`config.mk`:
```
export PLATFORM = sky130hd
export DESIGN_NAME = boot_loader_flat
export DESIGN_NICKNAME = d
export VERILOG_FILES = /design/src/rtl/boot_loader_if.sv /design/src/rtl/boot_loader.sv /design/src/flat_wrapper.sv
export SDC_FILE = /design/constraint.sdc
export NUM_CORES = 1
export LEC_CHECK = 0
export CELL_PAD_IN_SITES_DETAIL_PLACEMENT = 1
export CELL_PAD_IN_SITES_GLOBAL_PLACEMENT = 2
export CORE_MARGIN = 5
export CORE_UTILIZATION = 37
export CTS_BUF_LIST = sky130_fd_sc_hd__clkbuf_4
export DETAILED_ROUTE_END_ITERATION = 12
export PLACE_DENSITY_LB_ADDON = 0.25
export SYNTH_ARGS = -nofsm -noshare
export SYNTH_HDL_FRONTEND = slang
export SYNTH_SLANG_ARGS = --single-unit
```
`constraint.sdc`:
```
create_clock -name clk -period 2.3 [get_ports clk]
set_input_delay 0.46 -clock clk [delete_from_list [all_inputs] [get_ports clk]]
set_output_delay 0.46 -clock clk [all_outputs]
set_load 0.02 [all_outputs]
```
`src/rtl/boot_loader_if.sv`:
```
// Byte-stream input and ROM write port of the boot loader.
// The loader sits on the slave side. The stream source and the ROM write port sit on the master side.
interface boot_loader_if #(
    parameter int ROM_AWIDTH = 8
);
    logic [7:0]            in_data;
    logic                  in_valid;
    logic                  in_ready;
    logic                  rom_wr;
    logic [ROM_AWIDTH-1:0] rom_waddr;
    logic [15:0]           rom_wdata;

    modport slave (
        input  in_data,
        input  in_valid,
        output in_ready,
        output rom_wr,
        output rom_waddr,
        output rom_wdata
    );

    modport master (
        output in_data,
        output in_valid,
        input  in_ready,
        input  rom_wr,
        input  rom_waddr,
        input  rom_wdata
    );
endinterface

```
`src/rtl/boot_loader.sv`:
```
// Program loader: parses a length/words/checksum byte stream and writes the words
// into the instruction ROM. It holds the core in reset until the image verifies.
module boot_loader #(
    parameter int ROM_AWIDTH    = 8,
    parameter int RELEASE_DELAY = 4
) (
    input  logic              clk,
    input  logic              rst,
    boot_loader_if.slave      bus,
    input  logic              reload,
    output logic              cpu_rst,
    output logic              done,
    output logic              error,
    output logic [8:0]        words_loaded
);

    typedef enum logic [2:0] {
        ST_LEN,
        ST_HI,
        ST_LO,
        ST_CHK,
        ST_WAIT,
        ST_RUN,
        ST_ERROR
    } state_t;

    localparam logic [3:0]            DELAY_INIT = 4'(RELEASE_DELAY);
    localparam logic [ROM_AWIDTH-1:0] ADDR_ONE   = ROM_AWIDTH'(1);

    state_t                state;
    state_t                next_state;
    logic                  accept;
    logic [8:0]            word_count;
    logic [7:0]            hi_byte;
    logic [7:0]            checksum;
    logic [3:0]            delay_cnt;
    logic [ROM_AWIDTH-1:0] waddr;

    // Next-state decode. in_ready is registered from this value, so it already matches the state it will face.
    always_comb begin
        accept     = bus.in_valid && bus.in_ready;
        next_state = state;
        case (state)
            ST_LEN:   if (accept) next_state = ST_HI;
            ST_HI:    if (accept) next_state = ST_LO;
            ST_LO:    if (accept) next_state = ((words_loaded + 9'd1) == word_count) ? ST_CHK : ST_HI;
            ST_CHK:   if (accept) next_state = (bus.in_data == checksum) ? ST_WAIT : ST_ERROR;
            ST_WAIT:  if (delay_cnt == 4'd0) next_state = ST_RUN;
            ST_RUN:   if (reload) next_state = ST_LEN;
            ST_ERROR: if (reload) next_state = ST_LEN;
            default:  next_state = ST_LEN;
        endcase
    end

    // Loader FSM with all datapath registers and registered outputs.
    always_ff @(posedge clk or negedge rst) begin
        if (!rst) begin
            state         <= ST_LEN;
            bus.in_ready  <= 1'b0;
            bus.rom_wr    <= 1'b0;
            bus.rom_waddr <= '0;
            bus.rom_wdata <= '0;
            cpu_rst       <= 1'b0;
            done          <= 1'b0;
            error         <= 1'b0;
            words_loaded  <= '0;
            word_count    <= '0;
            hi_byte       <= '0;
            checksum      <= '0;
            delay_cnt     <= '0;
            waddr         <= '0;
        end else begin
            state        <= next_state;
            bus.in_ready <= (next_state inside {ST_LEN, ST_HI, ST_LO, ST_CHK});
            bus.rom_wr   <= 1'b0;
            case (state)
                ST_LEN: begin
                    if (accept) begin
                        word_count   <= (bus.in_data == 8'd0) ? 9'd256 : {1'b0, bus.in_data};
                        words_loaded <= '0;
                        waddr        <= '0;
                        checksum     <= '0;
                    end
                end
                ST_HI: begin
                    if (accept) begin
                        hi_byte  <= bus.in_data;
                        checksum <= checksum ^ bus.in_data;
                    end
                end
                ST_LO: begin
                    if (accept) begin
                        checksum      <= checksum ^ bus.in_data;
                        bus.rom_wr    <= 1'b1;
                        bus.rom_waddr <= waddr;
                        bus.rom_wdata <= {hi_byte, bus.in_data};
                        waddr         <= waddr + ADDR_ONE;
                        words_loaded  <= words_loaded + 9'd1;
                    end
                end
                ST_CHK: begin
                    if (accept) begin
                        if (bus.in_data == checksum) begin
                            delay_cnt <= DELAY_INIT;
                        end else begin
                            error <= 1'b1;
                        end
                    end
                end
                ST_WAIT: begin
                    if (delay_cnt == 4'd0) begin
                        cpu_rst <= 1'b1;
                        done    <= 1'b1;
                    end else begin
                        delay_cnt <= delay_cnt - 4'd1;
                    end
                end
                ST_RUN, ST_ERROR: begin
                    if (reload) begin
                        cpu_rst      <= 1'b0;
                        done         <= 1'b0;
                        error        <= 1'b0;
                        words_loaded <= '0;
                    end
                end
                default: ;
            endcase
        end
    end

endmodule

```
`src/flat_wrapper.sv`:
```
// flat-port wrapper written by rule: the top's interface ports become plain ports
module boot_loader_flat 
#(
    parameter int ROM_AWIDTH    = 8,
    parameter int RELEASE_DELAY = 4
)
  (clk, rst, reload, cpu_rst, done, error, words_loaded, bus_in_data, bus_in_valid, bus_in_ready, bus_rom_wr, bus_rom_waddr, bus_rom_wdata);
  boot_loader_if #(.ROM_AWIDTH(ROM_AWIDTH)) bus_i ();
  input  logic clk;
  input  logic rst;
  input  logic reload;
  output logic cpu_rst;
  output logic done;
  output logic error;
  output logic [8:0] words_loaded;
  input wire logic [$bits(bus_i.in_data)-1:0] bus_in_data;
  input wire logic [$bits(bus_i.in_valid)-1:0] bus_in_valid;
  output wire logic [$bits(bus_i.in_ready)-1:0] bus_in_ready;
  output wire logic [$bits(bus_i.rom_wr)-1:0] bus_rom_wr;
  output wire logic [$bits(bus_i.rom_waddr)-1:0] bus_rom_waddr;
  output wire logic [$bits(bus_i.rom_wdata)-1:0] bus_rom_wdata;
  assign bus_i.in_data = bus_in_data;
  assign bus_i.in_valid = bus_in_valid;
  assign bus_in_ready = bus_i.in_ready;
  assign bus_rom_wr = bus_i.rom_wr;
  assign bus_rom_waddr = bus_i.rom_waddr;
  assign bus_rom_wdata = bus_i.rom_wdata;
  boot_loader #(.ROM_AWIDTH(ROM_AWIDTH), .RELEASE_DELAY(RELEASE_DELAY)) u_core (.clk(clk), .rst(rst), .bus(bus_i), .reload(reload), .cpu_rst(cpu_rst), .done(done), .error(error), .words_loaded(words_loaded));
endmodule
```
[After elaboration in Yosys (flattened, before gate mapping)]
Index checks and enable logic that the tools add are counted.
Storage, ports and cells
  word-level logic and storage cells: 91
  input bits: 12
  output and inout bits: 38
  flip-flop bits (word level): 77
Operators by class
  add/sub/neg operators: 3
  reductions and logical operators: 23
  muxes and demuxes: 31
  eq/ne operators: 20
  bitwise gates (word level): 1
Operators by type and width (number)
  2-to-1 mux 9 bit: 4
  one-hot mux 8 bit (2 select lines): 2
  one-hot mux 9 bit (3 select lines): 1
  2-to-1 mux 8 bit: 3
  2-to-1 mux 3 bit: 6
  one-hot mux 3 bit (6 select lines): 1
  inequality test 2 x 1 -> 1 bit (second input constant): 7
  equality test 3 x 2 -> 1 bit (second input constant): 4
  2-to-1 mux 4 bit: 3
  AND reduction 4 bit: 3
  nonzero test 2 bit: 5
  adder 9 x 1 -> 9 bit (second input constant): 1
  equality test 3 bit (second input constant): 3
  equality test 9 bit: 1
  AND reduction 3 bit: 3
  adder 8 x 1 -> 8 bit (second input constant): 1
  equality test 8 bit: 1
  zero test 8 bit: 1
  one-hot mux 4 bit (2 select lines): 1
  XOR 8 bit: 1
  equality test 3 x 1 -> 1 bit (second input constant): 2
  zero test 3 bit: 2
  2-to-1 mux 1 bit: 6
  AND reduction 2 bit: 3
  9 further kinds: 13

[Logic depth before layout (Yosys ltp)]
Gate-level depths: netlist (run 1).
  depth in word-level cells: 7
  depth in mapped cells: 7
  gate-level depth less buffers: 7

[Worst setup path before layout (run 1)]
OpenSTA, ideal clock, no wires.
  path kind: flip-flop to flip-flop
  start: reg u_core.words_loaded[0]
  end: reg u_core.state[1]
  arrival: 1.650 ns
  library setup time: 0.120 ns
  path slack: 0.531 ns
  period minus slack after synthesis: 1.769 ns
  required time: 2.180 ns
  cell stages (with the launch flop): 8
  buffers on the path: 1
  path through: dfrtp_1 ha_1 buf_2 nand2_1 nor2_1 xnor2_1 and4_1 a31o_1
Between the ends
  longest elaborated chain between the ends: 5
Ends and longest elaborated chain
  from (decl): RTL line boot_loader.sv:14  | output logic [8:0] words_loaded
  from (signal assigned): RTL line boot_loader.sv:98  | words_loaded <= words_loaded + 9'd1;
  adder 9 x 1 -> 9 bit: RTL line boot_loader.sv:46  | ST_LO: if (accept) next_state = ((words_loaded + 9'd1) == word_count) ? ST_CHK : ST_HI;
  equality test 9 bit: RTL line boot_loader.sv:46
  2-to-1 mux 2 bit: RTL line boot_loader.sv:46
  2-to-1 mux 3 bit: RTL line boot_loader.sv:46
  one-hot mux 3 bit (6 select lines): RTL line boot_loader.sv:43  | case (state)
  net u_core.next_state[1]: RTL line boot_loader.sv:31  | state_t next_state;
  to (signal assigned): RTL line boot_loader.sv:73  | state <= next_state;
  to (decl): RTL line boot_loader.sv:30  | state_t state;
The timed path passes the listed nets, and every way through them passes these cells.
A chain may end at the register's enable or synchronous reset.

[Worst setup path in the final report (run 1)]
  start: reg u_core.words_loaded[3]
  end: out words_loaded[3]
RTL lines
  to (decl): RTL line flat_wrapper.sv:15  | output logic [8:0] words_loaded;
No word-level cell between the ends.

==> impl_metrics.json, run 1 <==
{
  "synth_top_area_share_pct": 50.89,
  "gp_congestion": 0.7807,
  "hold_violations": 0,
  "die_w_um": 111.2,
  "finalWorstSetupSlack_ns": 0.1229,
  "drtIter0Drc": 62,
  "insertion_delay_ns": 0.42,
  "syn-instance-count": 346,
  "p_switching_w": 0.002030,
  "clock_path_buffers": 2,
  "tightest_slew_ns": 0.8523,
  "wl_per_cell_um": 16.87,
  "utilization_pct": 46.07,
  "die_h_um": 111.2,
  "hold_path.class": "in2async",
  "rows": 37,
  "grt_max_degree": 50,
  "rr_worst_depth": 6,
  "coreArea_um2": 10140,
  "max_stage_delay_ns": 0.69,
  "r2r-start": "u_core.words_loaded[0]",
  "p_int_w": 0.003241,
  "endpoint_kind": "output port",
  "p_leak_nw": 2.029,
  "fmax_ghz": 0.4593,
  "synth-edff-count": 0,
  "slew_headroom_pct": 42.43,
  "antenna_found_initial": 0,
  "wl_um": 9378,
  "rrSetupSlack_ns": 0.37,
  "synth.most_common_cell": "dfrtp_1",
  "crit_type": "reg2out",
  "finalSetupTns_ns": 0,
  "period_minus_slack_ns": 2.177,
  "rsz0062_at_grt": "no",
  "fin_skew_ns": 0.01646,
  "seqPwrFrac_pct": 41.9,
  "dpl_worst_slack_ns": -0.01754,
  "path_cells": "clkdlybuf4s50_1",
  "firstDrtPassIters": 4,
  "peakVddDrop_v": 0.0005322,
  "cts_buffers": 9,
  "grt_pass1_wl_um": 16480,
  "synth_fp_nets": 361,
  "max_cap_violations": 0,
  "areaGrowthSynthToFinish_pct": 23.36,
  "fin_nets": 430,
  "critPathBufInv": 1,
  "synth_ff_type": "dfrtp_1",
  "power_density_nw_per_um2": 1129,
  "cts-resized-gates": 0,
  "dieArea_um2": 12360,
  "synth_common_cells": "dfrtp_1, mux2_2, nor2_1",
  "drc": 0,
  "status": "completed",
  "drive_gt1_share_pct": 20.48,
  "synthTopCellsByArea": "dfrtp_1, mux2_2, xor2_1",
  "mappedNetlistArea_um2": 3786,
  "clkPwrFrac_pct": 13.0,
  "crit_required_ns": 1.84,
  "grt_pass1_vias": 3219,
  "crit_path_top_delay_cell": "clkdlybuf4s50_1",
  "critPathTopFamily": "buffers and inverters",
  "rr_endpoint": "u_core.state[1]",
  "ant_nets": 0,
  "cp_max_fo": 9,
  "synth_seq_cells": 77,
  "start_util_pct": 37.34,
  "ys_seq_area_share_pct": 50.89,
  "numPortBuffers": 49,
  "synthArstFlopShare_pct": 100.0,
  "slew_violations": 0,
  "cts_sinks": 77,
  "fin_crit_sh_pct": 94.66,
  "grt.total_usage_pct": 16.40,
  "combPwrFrac_pct": 45.1,
  "vias": 2874,
  "yosys_warnings": 0,
  "cts.clk_slew.worst_paths_ns": 0.13,
  "vias_per_cell": 5.169,
  "yosys.area.top_type": "dfrtp_1",
  "io_pins": 50,
  "h-tree-depth": 3,
  "cp-start-kind": "register",
  "syn-mean-instance-area_um2": 10.94,
  "cts-root-buf": "clkbuf_4",
  "setup_viol": 0,
  "gr-total-overflow": 0,
  "cts_tree": "built",
  "arrival_ns": 1.72,
  "post-dp-hpwl_um": 6726,
  "num_antenna_cells": 0,
  "synth_cell_types": 57,
  "switching_share_pct": 38.51
}
worst max path at each step:
stage	start	end	slack, ns	cells past startpoint
3_3_place_gp	bus_in_data[4]	u_core.delay_cnt[0]	0.03	6
5_1_grt	u_core.words_loaded[3]	words_loaded[3]	0.04	1
6_report	u_core.words_loaded[3]	words_loaded[3]	0.12	1
2_1_floorplan	u_core.words_loaded[0]	u_core.state[1]	0.53	7
4_1_cts	u_core.words_loaded[3]	words_loaded[3]	0.09	1
3_5_place_dp	bus_in_data[4]	u_core.delay_cnt[0]	-0.02	6
per-layer routing:
layer / share of wire [%] / up-vias / track usage, %
met2: 50 / 42 / 28.76
met4: 1.8 / 0 / 6.245
met3: 3.4 / 13 / 3.111
met1: 45 / 1452 / 19.94
met5: 0 / - / 0
li1: - / 1367 / -
cell type report:
cell class	instances	area (um^2)
clock buffer	10	75.07
tap	136	170.2
multi-input combinational	244	1740
timing repair buffer	75	698.2
sequential	77	1927
clock inverter	6	30.03
inverter	8	30.03
fill	1115	5468
through the flow:
stage / instance area (um^2) / cells / hold WS (ns) / power (W)
after floorplan: 3786 / 346 / 0.1644 / 0.003697
after global placement: 4556 / 539 / 0.4173 / 0.004556
after detailed placement: 4556 / 539 / 0.4229 / 0.004648
after CTS: 4671 / 556 / 0.4867 / 0.005360
after global routing: 4671 / 556 / 0.5169 / 0.005693
final: 4671 / 556 / 0.4888 / 0.005271
sequential cells by signal, indices dropped and copies added, names as in the netlist:
signal	cells
u_core.delay_cnt	4
u_core.bus.rom_waddr	8
u_core.words_loaded	9
u_core.bus.in_ready	1
u_core.cpu_rst	1
u_core.state	3
u_core.checksum	8
u_core.word_count	9
u_core.bus.rom_wr	1
u_core.hi_byte	8
u_core.waddr	8
u_core.bus.rom_wdata	16
u_core.error	1
timing repair:
action / in CTS / in global routing
setup endpoints to repair: 0 / 0
endpoints found under the hold margin: 28 / 0
hold buffers: 1 / 0
setup buffers: 0 / 0
power by group through the flow:
| stage | registers [W] | logic (W) | clock network (W) |
|---|---|---|---|
| 2_1_floorplan | 0.00240 | 0.00130 | 0 |
| 6_report | 0.00221 | 0.00238 | 0.000686 |
| 4_1_cts | 0.00222 | 0.00242 | 0.000725 |
| 3_5_place_dp | 0.00224 | 0.00241 | 0 |
| 5_1_grt | 0.00229 | 0.00262 | 0.000782 |
| 3_3_place_gp | 0.00221 | 0.00234 | 0 |
cell families (layout without fill, tap and decap cells):
| group | count (synthesis) | after routing | share of synthesized area [%] |
|---|---|---|---|
| mux | 39 | 39 | 11.57 |
| buf+inv | 25 | 99 | 3.140 |
| xor+xnor | 25 | 25 | 5.783 |
| fa+ha+maj | 11 | 11 | 3.107 |
| flops | 77 | 77 | 50.89 |
| simple gates | 104 | 104 | 14.48 |
| compound gates | 65 | 65 | 11.04 |
placed cells by master, fill, tap and decap left out, types with 2 or more instances in the layout:
cell             instances
a211o_1                  2
a21o_1                   2
a21oi_1                 13
a22o_1                   3
a31oi_1                  2
and3_1                   3
and4_1                   2
buf_4                   25
clkbuf_4                10
clkdlybuf4s50_1         48
clkinv_1                 2
clkinv_2                 3
dfrtp_1                 77
ha_1                     3
inv_1                    8
maj3_1                   8
mux2_2                  37
nand2_1                 26
nand2b_1                 3
nand3_1                 11
nor2_1                  35
nor3_1                   4
nor4_1                   5
o21ai_0                 22
o22ai_1                  3
o31ai_1                  3
o41ai_1                  3
xnor2_1                  8
xor2_1                  17
Power figures use the tool's default switching activity.
==> run 2, diff against run 1 <==
- PLACE_DENSITY: default -> 0.92
- PLACE_DENSITY_LB_ADDON: 0.25 -> default
==> run 2 against run 1 <==
Compared with the run above: cell count fell by 0.36%; register-to-register slack lost 0.13 ns; via count rose by 0.59%; cell area is 1.5% higher; hold slack got worse by 0.00062 ns; worst setup slack worse by 0.042 ns; die area unchanged; highest routed layer unchanged; clock-buffer cell count stayed put; global-route usage rose by 0.18 points; critical path type unchanged; maximum frequency is 1.9% lower.
==> impl_metrics.json, run 2 (same netlist as run 1, synthesis figures left out) <==
{
  "cts_sinks": 77,
  "dieArea_um2": 12360,
  "n_fill_cell": 1109,
  "cp_max_fo": 13,
  "hold_path.class": "reg2reg",
  "final_cell_mix": "dfrtp_1, clkdlybuf4s50_1, mux2_2",
  "drc": 0,
  "insertion_delay_ns": 0.42,
  "slew_headroom_pct": 40.75,
  "gp_congestion": 0.7536,
  "io_pins": 50,
  "coreArea_um2": 10140,
  "layout_commonest_cell": "dfrtp_1",
  "max_cap_violations": 0,
  "numPortBuffers": 49,
  "reg_top3": "u_core.bus.rom_wdata (16), u_core.word_count (9), u_core.words_loaded (9)",
  "firstDrtPassIters": 6,
  "crit_path_top_delay_cell": "clkdlybuf4s50_1",
  "status": "completed",
  "drtIter0Drc": 110,
  "p_leak_nw": 2.059,
  "fin_nets": 430,
  "rsz0062_at_grt": "no",
  "slew_violations": 0,
  "clock_path_buffers": 2,
  "fmax_ghz": 0.4507,
  "dp_cells": 539,
  "cts.clk_slew.worst_paths_ns": 0.12,
  "start_util_pct": 37.34,
  "vias": 2891,
  "fin_area_um2": 4740,
  "wl_um": 9558,
  "largest_register_ffs": 16,
  "peakVddDrop_v": 0.0005531,
  "crit_required_ns": 1.84,
  "arrival_ns": 1.76,
  "drive_gt1_share_pct": 20.57,
  "antenna_found_initial": 0,
  "grt_pass1_wl_um": 16480,
  "wl_per_cell_um": 17.25,
  "cp-start-kind": "register",
  "endpoint_kind": "output port",
  "grt_max_degree": 47,
  "cts_buffers": 9,
  "rows": 37,
  "die_w_um": 111.2,
  "critPathBufInv": 1,
  "holdWs_ns": 0.4882,
  "period_minus_slack_ns": 2.219,
  "post-dp-hpwl_um": 6910,
  "cts_tree": "built",
  "hold_violations": 0,
  "max_stage_delay_ns": 0.70,
  "top_register": "u_core.bus.rom_wdata",
  "ff_latch_area_um2": 1927,
  "h-tree-depth": 3,
  "stdcell_count": 554,
  "power_density_nw_per_um2": 1192,
  "grt.total_usage_pct": 16.58,
  "cts-root-buf": "clkbuf_4",
  "post_cts_buffers": 0,
  "vias_per_cell": 5.218,
  "die_h_um": 111.2,
  "fin_skew_ns": 0.01677,
  "multiInputGateArea_um2": 1740,
  "gr-total-overflow": 0,
  "grt_pass1_vias": 3212,
  "path_cells": "clkdlybuf4s50_1",
  "ant_nets": 0,
  "areaGrowthSynthToFinish_pct": 25.18,
  "fin_crit_sh_pct": 96.47,
  "num_antenna_cells": 0,
  "tightest_slew_ns": 0.8771,
  "placed_cell_area_um2": 4556,
  "setup_viol": 0,
  "finalSetupTns_ns": 0,
  "critPathTopFamily": "buffers and inverters",
  "crit_type": "reg2out"
}
[run 2: area by class of cell]
class,instances,share of cell area [%]
flip-flops and latches,77,40.65
well taps,136,3.590
clock buffers,10,1.584
clock inverters,4,2.086
multi-input cells,244,36.72
repair buffers,75,14.73
inverters,8,0.6336
[run 2: final timing paths]
path                            slack, ns  cells past startpoint                     from                       to
worst max-delay path                 0.08                      1   u_core.words_loaded[2]          words_loaded[2]
worst min-delay path                 0.49                      2  u_core.bus.rom_waddr[2]  u_core.bus.rom_waddr[2]
worst max register to register       0.24                      5          u_core.state[2]   u_core.words_loaded[7]
worst min register to register       0.49                      2  u_core.bus.rom_waddr[2]  u_core.bus.rom_waddr[2]
max in group asynchronous            1.19                      3                      rst      u_core.delay_cnt[1]
min in group asynchronous            0.51                      2                      rst   u_core.words_loaded[2]
[run 2: repair_timing]
item	CTS	global route
endpoints found under the hold margin	31	0
hold buffers	1	0
gates resized for setup	0	0
[run 2: metrics by stage]
stage               util (%)  power, W  setup slack, ns
finish                 46.75  0.005649          0.08128
global route           46.75  0.006050         0.001729
CTS                    46.75  0.005721          0.03980
detailed placement     44.93  0.004668          0.01791
global placement       44.93  0.004542          0.06837
floorplan                  -  0.003697           0.5306
[run 2: where the power goes]
part / internal (W) / switching [W]
registers: 0.00184 / 0.000394
logic: 0.00118 / 0.00121
clock network: 0.000554 / 0.000467
total: 0.00358 / 0.00207
[run 2: routing by layer]
metal | up-vias | track usage [%] | part of all wire [%] | wire length [um]
li1 | 1372 | - | - | -
met1 | 1464 | 20.37 | 43 | 4134
met2 | 42 | 28.11 | 52 | 4970
met3 | 13 | 4.585 | 3.1 | 296
met4 | 0 | 5.596 | 1.6 | 156
met5 | - | 0 | 0 | 0
==> run 3, diff against run 2 <==
- GPL_ROUTABILITY_DRIVEN: default -> 1
==> results of run 3 <==
The final DEF is identical to that of run 2; final timing and power are the same.
